`config.mk`:
```
export PLATFORM = sky130hd
export DESIGN_NAME = cpu_clock_ctrl
export DESIGN_NICKNAME = d
export VERILOG_FILES = /design/src/rtl/cpu_clock_ctrl.sv
export SDC_FILE = /design/constraint.sdc
export NUM_CORES = 1
export LEC_CHECK = 0
export BUFFER_PORTS_ARGS = -buffer_cell sky130_fd_sc_hd__clkbuf_2
export CELL_PAD_IN_SITES_DETAIL_PLACEMENT = 1
export CELL_PAD_IN_SITES_GLOBAL_PLACEMENT = 2
export CORE_MARGIN = 1.5
export CORE_UTILIZATION = 27
export DETAILED_ROUTE_END_ITERATION = 12
export PLACE_DENSITY_LB_ADDON = 0.15
export SYNTH_ARGS = -nofsm -noshare
export SYNTH_HDL_FRONTEND = slang
export SYNTH_SLANG_ARGS = --single-unit
export TNS_END_PERCENT = 50
```
`constraint.sdc`:
```
create_clock -name iClk -period 2 [get_ports iClk]
set_input_delay 0.2 -clock iClk [delete_from_list [all_inputs] [get_ports iClk]]
set_output_delay 0.2 -clock iClk [all_outputs]
set_load 0.005 [all_outputs]
```
`src/rtl/cpu_clock_ctrl.sv`:
```
// CPU clock-enable generator: turns the divided tick into one-iClk enable pulses under run/halt/step control.
// Optional `CYCLE_COUNT_EN adds the oCycles enable-pulse counter port.
module cpu_clock_ctrl #(
    parameter logic [19:0] DEBOUNCE = 20'd50000
) (
    input  logic        iClk,
    input  logic        nRst,
    input  logic        iTick,
    input  logic        iRun,
    input  logic        iStep,
    input  logic        iHalt,
    output logic        oCpuEn,
    output logic        oRunning
`ifdef CYCLE_COUNT_EN
    ,
    output logic [31:0] oCycles
`endif
);

    // state    | meaning
    // ST_HALT  | idle, no enables; waits for run or a debounced step press
    // ST_RUN   | free-run, one enable per detected tick rise
    // ST_ARM   | step pressed, waiting for the next tick rise
    // ST_REL   | step issued, waiting for the button to be released
    typedef enum logic [1:0] {
        ST_HALT = 2'd0,
        ST_RUN  = 2'd1,
        ST_ARM  = 2'd2,
        ST_REL  = 2'd3
    } state_t;

    state_t      state_q, state_d;
    logic [2:0]  tick_s_q, tick_s_d;
    logic [1:0]  run_s_q, run_s_d;
    logic [1:0]  step_s_q, step_s_d;
    logic        step_db_q, step_db_d;
    logic [19:0] db_cnt_q, db_cnt_d;
    logic        cpu_en_q, cpu_en_d;
    logic        running_q, running_d;
    logic        rise, run_s, step_press;

    assign rise  = tick_s_q[1] & ~tick_s_q[2];
    assign run_s = run_s_q[1];

    always_comb begin
        tick_s_d  = {tick_s_q[1:0], iTick};
        run_s_d   = {run_s_q[0], iRun};
        step_s_d  = {step_s_q[0], iStep};
        step_db_d = step_db_q;
        db_cnt_d  = db_cnt_q;
        if (step_s_q[1] == step_db_q) begin
            db_cnt_d = '0;
        end else if (db_cnt_q == DEBOUNCE - 20'd1) begin
            step_db_d = step_s_q[1];
            db_cnt_d  = '0;
        end else begin
            db_cnt_d = db_cnt_q + 20'd1;
        end
    end

    // Press is seen on the same edge that step_db takes the new value.
    assign step_press = step_db_d & ~step_db_q;

    always_comb begin
        state_d  = state_q;
        cpu_en_d = 1'b0;
        case (state_q)
            ST_HALT: begin
                if (run_s && !iHalt)           state_d = ST_RUN;
                else if (step_press && !iHalt) state_d = ST_ARM;
            end
            ST_RUN: begin
                if (!run_s || iHalt) state_d  = ST_HALT;
                else                 cpu_en_d = rise;
            end
            ST_ARM: begin
                if (iHalt) begin
                    state_d = ST_HALT;
                end else if (rise) begin
                    cpu_en_d = 1'b1;
                    state_d  = ST_REL;
                end
            end
            ST_REL: begin
                if (!step_db_q) state_d = ST_HALT;
            end
            default: state_d = ST_HALT;
        endcase
        running_d = (state_d == ST_RUN);
    end

    always_ff @(posedge iClk or negedge nRst) begin
        if (!nRst) begin
            state_q   <= ST_HALT;
            tick_s_q  <= '0;
            run_s_q   <= '0;
            step_s_q  <= '0;
            step_db_q <= 1'b0;
            db_cnt_q  <= '0;
            cpu_en_q  <= 1'b0;
            running_q <= 1'b0;
        end else begin
            state_q   <= state_d;
            tick_s_q  <= tick_s_d;
            run_s_q   <= run_s_d;
            step_s_q  <= step_s_d;
            step_db_q <= step_db_d;
            db_cnt_q  <= db_cnt_d;
            cpu_en_q  <= cpu_en_d;
            running_q <= running_d;
        end
    end

    assign oCpuEn   = cpu_en_q;
    assign oRunning = running_q;

`ifdef CYCLE_COUNT_EN
    logic [31:0] cycles_q, cycles_d;

    always_comb begin
        cycles_d = cycles_q + {31'd0, cpu_en_q};
    end

    always_ff @(posedge iClk or negedge nRst) begin
        if (!nRst) cycles_q <= '0;
        else       cycles_q <= cycles_d;
    end

    assign oCycles = cycles_q;
`endif

endmodule

```
# After elaboration in Yosys (flattened, before gate mapping)
# Index checks and enable logic that the tools add are counted.
# Widths: inputs -> output; s select.
[word_totals]
input_bits = 6
ff_bits = 32
out_inout_bits = 2
[op_classes]
n_eq_ne = 6
bitwise = 4
n_reduce_logical = 6
addsub = 1
muxes = 15
[ops]
columns = ["operator", "n"]
rows = [
  ["$mux 20", 2],
  ["$add 20x1->20 const B", 1],
  ["$eq 20x16->1 const B", 1],
  ["$mux 2", 6],
  ["$pmux 2 s4", 1],
  ["$mux 1", 5],
  ["$eq 2x1->1 const B", 2],
  ["$eq 2x2->1 const B", 2],
  ["$and 1x1->1", 2],
  ["$logic_and 1x1->1", 2],
  ["$logic_not 1->1", 2],
  ["$logic_not 2->1", 1],
  ["$not 1->1", 2],
  ["$pmux 1 s2", 1],
  ["$eq 1x1->1", 1],
  ["$logic_or 1x1->1", 1],
]

# Depth between registers and ports, before layout
[logic_depth]
ltp_word = 9
mapped_depth = 7

# Least setup slack after synthesis
# No wires, ideal clock.
[synth_path]
kind = "reg2reg"
start = "register db_cnt_q[5]"
end = "register state_q[0]"
arrival_ns = 1.584
path_stages_with_launch = 5
setup_time_ns = 0.120
period_less_slack_ns = 1.704
required_time_ns = 1.880
slack_ns = 0.296
cell_sequence = "dfrtp_1 > nor4b_2 > nand4_1 > or4_4 > a31o_1"
[synth_via]
elab_chain_cells = 8
[synth_rtl]
columns = ["element", "line_no", "rtl"]
rows = [
  ["start: declaration", "37", "logic [19:0] db_cnt_q, db_cnt_d;"],
  ["start signal: assignment", "108", "db_cnt_q <= db_cnt_d;"],
  ["$eq 20x16->1", "53", "end else if (db_cnt_q == DEBOUNCE - 20'd1) begin"],
  ["$mux 1", "53", ""],
  ["$mux 1", "51", "if (step_s_q[1] == step_db_q) begin"],
  ["$and 1x1->1", "62", "assign step_press = step_db_d & ~step_db_q;"],
  ["$logic_and 1x1->1", "70", "else if (step_press && !iHalt) state_d = ST_ARM;"],
  ["$mux 2", "70", ""],
  ["$mux 2", "69", "if (run_s && !iHalt) state_d = ST_RUN;"],
  ["$pmux 2 s4", "67", "case (state_q)"],
  ["via state_d[0]", "32", "state_t state_q, state_d;"],
  ["end signal: assignment", "103", "state_q <= state_d;"],
  ["end: declaration", "32", ""],
]
# The timed path passes the listed nets, and every way through them passes these cells.

# Final worst setup path
# Same ends and word-level chain as after synthesis.

==> summary.txt <==
Placed design
  – Post-Place Setup Slack: 0.157 ns
  – GP Congestion: 0.788
  – Placed cell areas: 0.00173 mm^2
  – IO buf count: 7
  – HPWL Detailed: 2.62 mm

Timing
  – Clock skew: 0.00486 ns
  – Final Max Slew Viols: 0
  – Final hold violations: 2
  – Final hold slack: -0.00519 ns
  – Peak Freq: 541 MHz
  – Final period util: 92.5%
  – RSZ-0062 raised after global routing: no
  – Max_slew headroom: 44.9%
  – Setup violators final: 0
  – Final setup margin: 0.150 ns
  – Period minus WS final: 1.85 ns
  – Worst-Margin Slew: 0.826 ns
  – Setup tns final: 0 ns

Power
  – Pwr Total: 1500 uW
  – Clock share of power: 40.7%
  – Worst vdd ir: 0.233 mV
  – Leakage power: 0.000774 uW
  – Cell-internal power: 1130 uW
  – Sequential power share: 46.6%
  – Sw Pwr: 366 uW
  – Sw Share: 24.4%
  – Comb pwr share: 12.7%
  – Pwr per Cell Area: 816 mW/mm^2

Die
  – Rows: 27
  – Die W: 79.3 um
  – Die Height: 79.3 um
  – Initial Util: 28.2%
  – Ports: 8
  – Die area: 0.00628 mm^2
  – CORE AREA: 0.00557 mm^2

Setup path
  – Worst setup path category: reg -> reg
  – Flop-to-flop setup slack: 0.15 ns
  – CP Launch Type: flip-flop
  – Crit path DAT: 2.03 ns
  – Crit Path Max Fanout: 5
  – Worst path required time: 2.18 ns
  – Crit. End Element: flip-flop

Cells and area
  – Fraction of layout cells with a size suffix above 1: 16.8%
  – Area of the multi-input gates: 734 um^2
  – Final Util: 33.0%
  – Most frequent cells in the layout: dfrtp_1 (32), nor2_1 (19), xnor2_1 (10)
  – Fin nets: 177
  – Synth-to-layout area growth: 17.1%
  – Commonest non-fill, non-tap cell in the layout: dfrtp_1
  – Final instance area: 0.00184 mm^2
  – Sequential cell area: 801 um^2
  – N_diodes: 0
  – Filler cells: 657

Global route
  – First-pass GRT wire length: 6.25 mm
  – Initial antenna violation count: 0
  – Vias in the first global route: 1247
  – GRT Util Overall: 13.2%
  – Pin count of the biggest net entering global routing: 33
  – Congestion Overflow GR: 0

Clock tree
  – Maximum buffer depth of the clock tree: 2
  – Clk slew on worst S/H paths: 0.07 ns
  – CTS buffer count: 5
  – Post-CTS Setup Bufs: 0
  – CTS tree: yes
  – Sink Count: 32
  – Clk root buf: clkbuf_8
  – Clk_lat worst skew: 0.28 ns
  – H-tree levels: 2
  – CTS resizes: 0
  – Cts hold-fix bufs: 0

Route
  – Via density: 4.85
  – First-pass DRT Iterations: 4
  – Antenna Nets Post-Route: 0
  – Post-Route WL: 3.55 mm
  – Starting DRC count in detailed routing: 41
  – Wire per inst: 14.8 um
  – # DRC: 0
  – Vias post-DR: 1160

Job
  – Max-cap viol count: 0

Synthesis
  – Area contributors post-synth: dfrtp_1 (51%), xnor2_1 (5.6%), nor2_1 (4.5%)
  – Async set-or-reset flop fraction in the synthesized netlist: 100%
  – Post-synthesis cell count: 148
  – Share of the synthesized area in the top cell type: 51.0%
  – Count of state elements after synthesis: 32
  – Post-Syn Area per Cell: 10.6 um^2
  – Cell taking the most area after synthesis: dfrtp_1
  – Main synth FF type: dfrtp_1
  – Post-synthesis net count: 159
  – Register area share after synthesis: 51.0%
  – Syn. warnings: 0
  – Number of flops mapped to enable cells by yosys: 0
  – Synthesized cell area: 0.00157 mm^2
  – Distinct cells, synth: 41

Worst hold path
  – Worst hold path type: in -> async

Outcome
  – Status: complete, but fails checks
  – Violated checks: hold timing
## sequential cells by signal (all words and copies together), names as in the netlist
name and flops:
db_cnt_q 20, tick_s_q 3, run_s_q 2, state_q 2, step_s_q 2, oCpuEn 1
oRunning 1, step_db_q 1
## kinds of logic (layout without fill, tap and decap cells)
family,after synthesis,count (layout),share of synthesized area (%)
buffers and inverters,9,28,2.23
muxes,3,3,1.99
adders and majority gates,5,5,3.98
DFF,32,32,51.0
AOI/OAI and AO/OA,18,18,8.29
xor gates and xnor gates,14,14,7.81
and+or+nand+nor,67,67,24.7
## final timing paths
| kind | start | endpoint | cells after the start |
|---|---|---|---|
| min | nRst | oCpuEn | 1 |
| min reg2reg | run_s_q[0] | run_s_q[1] | 0 |
| max reg2reg | db_cnt_q[5] | state_q[0] | 4 |
| max | db_cnt_q[5] | state_q[0] | 4 |
| min in group iClk | iRun | run_s_q[0] | 1 |
| max in group asynchronous | nRst | db_cnt_q[15] | 1 |
## routing by layer
layer	routed length, um	track usage [%]	vias up
met2	1640	20.6	12
met3	129	3.91	7
li1	-	-	566
met1	1720	17.1	575
met4	57	5.09	0
met5	0	0	-
## cells in the mapped netlist (2+ instances only)
| cell type | n |
|---|---|
| a21oi_1 | 4 |
| o21ai_0 | 2 |
| nand3_1 | 6 |
| nor3_1 | 5 |
| xnor2_1 | 10 |
| nand4_1 | 5 |
| nand2b_1 | 3 |
| and3_1 | 4 |
| ha_1 | 5 |
| and2_1 | 3 |
| dfrtp_1 | 32 |
| o21ai_1 | 2 |
| nand2_1 | 7 |
| nor4_1 | 5 |
| xor2_1 | 4 |
| mux2i_1 | 2 |
| nor2_1 | 19 |
| inv_1 | 7 |
## cell type report
type,count,share of cell area [%]
Sequential cell,32,43.5
Multi-Input combinational cell,107,39.9
Tap cell,72,4.90
Timing Repair Buffer,13,4.35
Clock buffer,6,3.95
Clock inverter,2,1.90
Inverter,7,1.43
## power groups by stage
| stage | registers, uW | clock network, uW | logic, uW |
|---|---|---|---|
| CTS | 699 | 635 | 197 |
| detailed placement | 712 | 0 | 196 |
| global route | 703 | 666 | 221 |
| floorplan | 714 | 0 | 110 |
| global placement | 710 | 0 | 193 |
| finish | 698 | 611 | 191 |
## worst max-delay path, cell delays in order (launching register included)
cell and delay, ns:
dfrtp_1 0.44, nor4b_2 0.31, nand4_1 0.20, or4_4 0.56, a31o_1 0.23
## per-stage QoR
| step | hold slack, ns | instances |
|---|---|---|
| 2_1_floorplan | -0.0956 | 148 |
| 3_3_place_gp | 0.311 | 231 |
| 3_5_place_dp | 0.314 | 231 |
| 4_1_cts | 0.00885 | 239 |
| 5_1_grt | 0.00799 | 239 |
| 6_report | -0.00519 | 239 |
Power figures use the tool's default switching activity.
